**src/rtl/vga_sync_gen.sv**
```systemverilog
// vga_sync_gen: parametrised VGA timing generator.
//
// Two free-running position counters (hpos across the line, vpos down the
// frame) that advance on clk edges where pix_en is high. Sync, blanking and
// tick outputs are decoded from the position the counters are about to take
// and registered on the same edge, so every output is aligned with the
// hpos/vpos currently presented.
//
// Ports:
//   clk          - system clock, rising edge
//   reset        - synchronous, active-high; has priority over pix_en
//   pix_en       - pixel strobe; counters advance only when high
//   hsync        - horizontal sync, HSYNC_ACTIVE during the pulse
//   vsync        - vertical sync, VSYNC_ACTIVE during the pulse
//   display_on   - current pixel is in the visible area
//   hpos, vpos   - current column / row
//   line_tick    - one-clk pulse when a new line starts (hpos becomes 0)
//   frame_tick   - one-clk pulse when vertical blanking starts
//   frame_count  - completed-frame counter, wraps

module vga_sync_gen #(
    parameter int   H_DISPLAY    = 640,
    parameter int   H_FRONT      = 16,
    parameter int   H_SYNC       = 96,
    parameter int   H_BACK       = 48,
    parameter int   V_DISPLAY    = 480,
    parameter int   V_FRONT      = 10,
    parameter int   V_SYNC       = 2,
    parameter int   V_BACK       = 33,
    parameter logic HSYNC_ACTIVE = 1'b1,
    parameter logic VSYNC_ACTIVE = 1'b1,
    parameter int   COORD_W      = 10,
    parameter int   FRAME_W      = 8
) (
    input  logic               clk,
    input  logic               reset,
    input  logic               pix_en,
    output logic               hsync,
    output logic               vsync,
    output logic               display_on,
    output logic [COORD_W-1:0] hpos,
    output logic [COORD_W-1:0] vpos,
    output logic               line_tick,
    output logic               frame_tick,
    output logic [FRAME_W-1:0] frame_count
);

    localparam int H_TOTAL = H_DISPLAY + H_FRONT + H_SYNC + H_BACK;
    localparam int V_TOTAL = V_DISPLAY + V_FRONT + V_SYNC + V_BACK;

    if ((2 ** COORD_W) < H_TOTAL || (2 ** COORD_W) < V_TOTAL) begin : g_bad_coord_w
        $error("vga_sync_gen: COORD_W too narrow for H_TOTAL/V_TOTAL");
    end
    if (H_FRONT == 0 || H_SYNC == 0 || H_BACK == 0 ||
        V_FRONT == 0 || V_SYNC == 0 || V_BACK == 0) begin : g_bad_porch
        $error("vga_sync_gen: porch and sync widths must be non-zero");
    end

    localparam logic [COORD_W-1:0] H_LAST   = COORD_W'(H_TOTAL - 1);
    localparam logic [COORD_W-1:0] V_LAST   = COORD_W'(V_TOTAL - 1);
    localparam logic [COORD_W-1:0] H_VIS    = COORD_W'(H_DISPLAY);
    localparam logic [COORD_W-1:0] V_VIS    = COORD_W'(V_DISPLAY);
    localparam logic [COORD_W-1:0] HS_START = COORD_W'(H_DISPLAY + H_FRONT);
    localparam logic [COORD_W-1:0] HS_END   = COORD_W'(H_DISPLAY + H_FRONT + H_SYNC);
    localparam logic [COORD_W-1:0] VS_START = COORD_W'(V_DISPLAY + V_FRONT);
    localparam logic [COORD_W-1:0] VS_END   = COORD_W'(V_DISPLAY + V_FRONT + V_SYNC);

    logic               h_wrap;
    logic [COORD_W-1:0] h_next;
    logic [COORD_W-1:0] v_next;
    logic               frame_start;

    // Next position if this edge advances; decoded outputs use it so that
    // they land in the same cycle as the position they describe.
    always_comb begin
        h_wrap = (hpos == H_LAST);
        h_next = h_wrap ? '0 : hpos + COORD_W'(1);
        v_next = vpos;
        if (h_wrap) begin
            v_next = (vpos == V_LAST) ? '0 : vpos + COORD_W'(1);
        end
        frame_start = h_wrap && (v_next == V_VIS);
    end

    always_ff @(posedge clk) begin
        if (reset) begin
            hpos        <= '0;
            vpos        <= '0;
            hsync       <= ~HSYNC_ACTIVE;
            vsync       <= ~VSYNC_ACTIVE;
            display_on  <= 1'b1;
            line_tick   <= 1'b0;
            frame_tick  <= 1'b0;
            frame_count <= '0;
        end else if (pix_en) begin
            hpos        <= h_next;
            vpos        <= v_next;
            hsync       <= ((h_next >= HS_START) && (h_next < HS_END)) ? HSYNC_ACTIVE : ~HSYNC_ACTIVE;
            vsync       <= ((v_next >= VS_START) && (v_next < VS_END)) ? VSYNC_ACTIVE : ~VSYNC_ACTIVE;
            display_on  <= (h_next < H_VIS) && (v_next < V_VIS);
            line_tick   <= h_wrap;
            frame_tick  <= frame_start;
            if (frame_start) begin
                frame_count <= frame_count + FRAME_W'(1);
            end
        end else begin
            // Ticks last one clk regardless of the pix_en duty cycle.
            line_tick  <= 1'b0;
            frame_tick <= 1'b0;
        end
    end

endmodule

```
**config.mk**
```make
export PLATFORM = sky130hd
export DESIGN_NAME = vga_sync_gen
export DESIGN_NICKNAME = d
export VERILOG_FILES = /design/src/rtl/vga_sync_gen.sv
export SDC_FILE = /design/constraint.sdc
export NUM_CORES = 1
export LEC_CHECK = 0
export ABC_AREA = 1
export BUFFER_PORTS_ARGS = -buffer_cell sky130_fd_sc_hd__buf_2
export CAP_MARGIN = 20
export CORE_ASPECT_RATIO = 0.9
export CORE_MARGIN = 4
export CORE_UTILIZATION = 61
export CTS_BUF_LIST = sky130_fd_sc_hd__clkbuf_8
export CTS_CLUSTER_DIAMETER = 200
export DETAILED_ROUTE_END_ITERATION = 10
export PLACE_DENSITY = 0.86
export SLEW_MARGIN = 40
export SYNTH_ARGS = -nofsm -noshare
export SYNTH_HDL_FRONTEND = slang
export SYNTH_SLANG_ARGS = --single-unit
```
**constraint.sdc**
```tcl
create_clock -name clk -period 4.1 [get_ports clk]
set_clock_uncertainty 0.05 [all_clocks]
set_input_delay 0 -clock clk [delete_from_list [all_inputs] [get_ports clk]]
set_output_delay 0 -clock clk [all_outputs]
set_load 0.02 [all_outputs]
```
; After elaboration in Yosys (flattened, before gate mapping)
; Cells that the tools add are included.
[word_totals]
inputBits = 3
out_inout_bits = 33
reg_bits = 33
elab_cells = 32
[op_classes]
n_mux = 5
magnitude_cmp = 6
bitwise = 1
addsub = 3
n_reduce_logical = 6
eq_ne = 3
[ops]
columns = op, n
row1 = 2-to-1 mux 10 bit, 3
row2 = adder 10 x 1 -> 10 bit (second input constant), 2
row3 = == test 10 bit (second input constant), 2
row4 = less-than comparator 10 bit (second input constant), 2
row5 = less-than comparator 10 x 9 -> 1 bit (second input constant), 2
row6 = == test 10 x 9 -> 1 bit (second input constant), 1
row7 = >= comparator 10 bit (second input constant), 1
row8 = >= comparator 10 x 9 -> 1 bit (second input constant), 1
row9 = adder 8 x 1 -> 8 bit (second input constant), 1
row10 = logical AND 1 bit, 4
row11 = 2-to-1 mux 1 bit, 2
row12 = AND reduction 2 bit, 1
row13 = OR reduction 2 bit, 1
row14 = inverter 1 bit, 1

; Logic depth before layout (Yosys ltp)
[logic_depth]
ltp_word = 6
mapped_depth = 15
ltp_nobuf = 14

; Worst setup path before layout
; Ideal clock, no wire load.
[synth_path]
path_type = register -> register
startpoint = register hpos[0]
endpoint = register frame_count[3]
arrival_time_ps = 1942
slack_ps = 1999
path_stages_with_launch = 14
period_less_slack_ps = 2101
t_required_ps = 3940
path_buffers = 1
setup_ps = 110
cell_sequence = dfxtp_1 > ha_1 > nand3_1 > nor2_2 > nand3_4 > nor2_2 > nand2_1 > nor2_1 > nand3_1 > nor2_2 > buf_6 > nand4_1 > nand2_1 > nor2_1
[synth_between]
elab_chain_len = 5
[synth_lines]
columns = item, line
row1 = from (decl), 41  ; output logic [COORD_W-1:0] hpos,
row2 = from (signal assigned), 96  ; hpos <= h_next;
row3 = == test 10 bit (*), 76  ; h_wrap = (hpos == H_LAST);
row4 = 2-to-1 mux 10 bit, 79  ; if (h_wrap) begin
row5 = == test 10 x 9 -> 1 bit, 82  ; frame_start = h_wrap && (v_next == V_VIS);
row6 = logical AND 1 bit (*), 82
row7 = AND reduction 2 bit (no line) (*), --
row8 = to (signal assigned), 104  ; frame_count <= frame_count + FRAME_W'(1);
row9 = to (decl), 45  ; output logic [FRAME_W-1:0] frame_count
; Mark *: on every way between the ends. The rest lies on a longest branch, timed or not.
; A chain may end at the register's enable or synchronous reset.

; Final worst setup path
[layout_path]
startpoint = register hpos[0]
endpoint = register frame_count[0]
; The elaborated chain is that of the path after synthesis.

==> results.py <==
metrics = {
    "outcome": {
        "outcome": "completed",
    },
    "grt": {
        "grt_pass1_wl_mm": 8.49,
        "antenna_found_initial": 0,
        "grt_overflow": 0,
        "grt_usage": 0.232,
        "grt_max_degree": 28,
        "grt_pass1_vias": 1901,
    },
    "clock_network": {
        "hold_buffers": 0,
        "cts.path.max_buffers": 2,
        "post_cts_resized": 0,
        "cts_root_buf": "clkbuf_8",
        "cts_made_buffers": 5,
        "ctsHtreeMaxLevel": 2,
        "post-cts-setup-buffer-count": 0,
        "clkSinkCount": 33,
        "clock_latency_ps": 280,
        "cts_tree": "done",
        "clk_pin_slew_worst_paths_ps": 70,
    },
    "timing": {
        "rsz0062_at_grt": "false",
        "min_period_ps": 2570,
        "setup_tns_ps": 0,
        "min_period_over_period": 0.627,
        "whs_ps": 29.5,
        "max-slew-margin-rel": 0.607,
        "hold_viol_final": 0,
        "maxSlewViolCount": 0,
        "setup_viol": 0,
        "fmaxAchievable_mhz": 389,
        "tightest_slew_ps": 589,
        "layout_setup_ws_ps": 1530,
    },
    "critical_path": {
        "crit_path_start_kind": "flop",
        "crit_required_ps": 4230,
        "cp_max_fo": 12,
        "critPathCaptureType": "flop",
        "critPathArrivalTime_ps": 2700,
        "path_class": "flop to flop",
    },
    "yosys": {
        "ys.flop_type": "dfxtp_1",
        "ys_seq_area_frac": 0.312,
        "synthArstFlopShare": 0,
        "yosysMostFrequentCell": "nand2_1",
        "syn_inst": 330,
        "synth.area.top_cells": "dfxtp_1, nand2_1, inv_1",
        "synth_top_area_share": 0.312,
        "synth_seq_cells": 33,
        "synthTopCellsByCount": "nand2_1, inv_1, nor2_1, dfxtp_1, nand3_1",
        "ys_warn_count": 0,
        "synth_edf_count": 0,
        "syn_nets": 338,
        "synth_cell_type_count": 31,
        "synthesis.area_sq_um": 2120,
        "synth_top_cell_by_area": "dfxtp_1",
        "avgSynthCellArea_sq_um": 6.43,
    },
    "layout": {
        "design_area_sq_um": 2370,
        "nets": 370,
        "final_util": 0.707,
        "syn_to_final_growth_pct": 11.9,
        "drive_gt1_frac": 0.171,
        "fillCellCount": 312,
        "num_antenna_cells": 0,
        "stdcell_count": 406,
    },
    "floorplan": {
        "core_area_sq_um": 3350,
        "core.rowCount": 20,
        "die_h_um": 63.9,
        "die_area_sq_um": 4490,
        "dieWidth_um": 70.2,
        "start_util": 0.632,
        "ioPinCount": 36,
    },
    "pwr": {
        "power_density_nw_per_um2": 286,
        "p_leak_nw": 1.15,
        "peakVddDrop_mv": 0.321,
        "finalPower_mw": 0.679,
    },
    "placement": {
        "place_congestion": 0.967,
        "place_inst": 399,
        "place_area_sq_um": 2290,
        "post-place-ws_ps": 1550,
        "dp_hpwl_mm": 3.58,
        "port_buffers": 35,
    },
    "route": {
        "drcViolationCount": 0,
        "wl_per_cell_um": 12.3,
        "ant_nets": 0,
        "drt_first_pass_iters": 5,
        "wl_mm": 4.98,
        "viasPerCell": 5.24,
        "drtIter0Drc": 234,
        "vias": 2129,
    },
    "min_path": {
        "hold_path.class": "input port to flop",
    },
    "run": {
        "max-cap-violations": 0,
    },
}
[cells by family (layout without fill, tap and decap cells)]
family                   after synthesis  in the layout  synth area share
AO/OA/AOI/OAI                         40             40             0.101
AND/OR/NAND/NOR                      187            187             0.419
flip-flops                            33             33             0.312
XOR/XNOR                               4              4            0.0165
buffers and inverters                 61             93             0.122
adder cells (fa/ha/maj)                5              5            0.0295
[area by class of cell]
cell class | count | area, sq um | area share
clock buffer | 6 | 82.6 | 0.0348
clock inverter | 1 | 3.75 | 0.00158
inverter | 51 | 193 | 0.0812
multi-input combinational | 236 | 1200 | 0.507
sequential | 33 | 661 | 0.278
tap | 44 | 55.1 | 0.0232
timing repair buffer | 35 | 175 | 0.0738
[final timing paths]
check	startpoint	end	slack [ps]	cells past startpoint
worst max-delay path	hpos[0]$_SDFFE_PP0P_	frame_count[0]$_SDFFE_PP0P_	1530	12
worst min-delay path	reset	vpos[1]$_SDFFE_PP0P_	30	2
worst max register to register	hpos[0]$_SDFFE_PP0P_	frame_count[0]$_SDFFE_PP0P_	1530	12
worst min register to register	hsync$_SDFFE_PP0P_	hsync$_SDFFE_PP0P_	420	2
[flip-flops by register name, indices dropped and copies added (netlist names)]
signal	flops
display_on	1
frame_count	8
frame_tick	1
hpos	10
hsync	1
line_tick	1
vpos	10
vsync	1
[critical path: stages (launching register included)]
cell and delay (ps):
dfxtp_1 420, ha_1 270, nand3_1 140, nor2_2 150, nand3_4 140, nor2_2 130, nand2_1 90, nor2_1 110
nand3_1 80, nor2_2 410, nand2_1 210, o21ai_0 210, nor2_1 60
[power by group]
group / total, mW / switching [mW] / internal [mW]
clock: 0.246 / 0.115 / 0.131
combinational: 0.0840 / 0.0575 / 0.0265
sequential: 0.349 / 0.0178 / 0.331
[layer usage]
| metal | wire, um | global-route usage |
|---|---|---|
| met1 | 2380 | 0.314 |
| met5 | 0 | 0 |
| met2 | 2230 | 0.362 |
| met3 | 322 | 0.0613 |
| met4 | 50 | 0.0718 |
[placed cells by master (no fill, tap or decap), types with 2 or more instances in the layout]
cell type	count
nand2_1	81
inv_1	49
nor2_1	47
buf_2	35
dfxtp_1	33
nand3_1	25
a21oi_1	19
o21ai_0	15
nand4_1	12
nand3_2	7
clkbuf_8	6
ha_1	5
nor2_2	4
nor3_1	4
xor2_1	4
nand3_4	2
nor2_4	2
(Power assumes the default switching activity.)
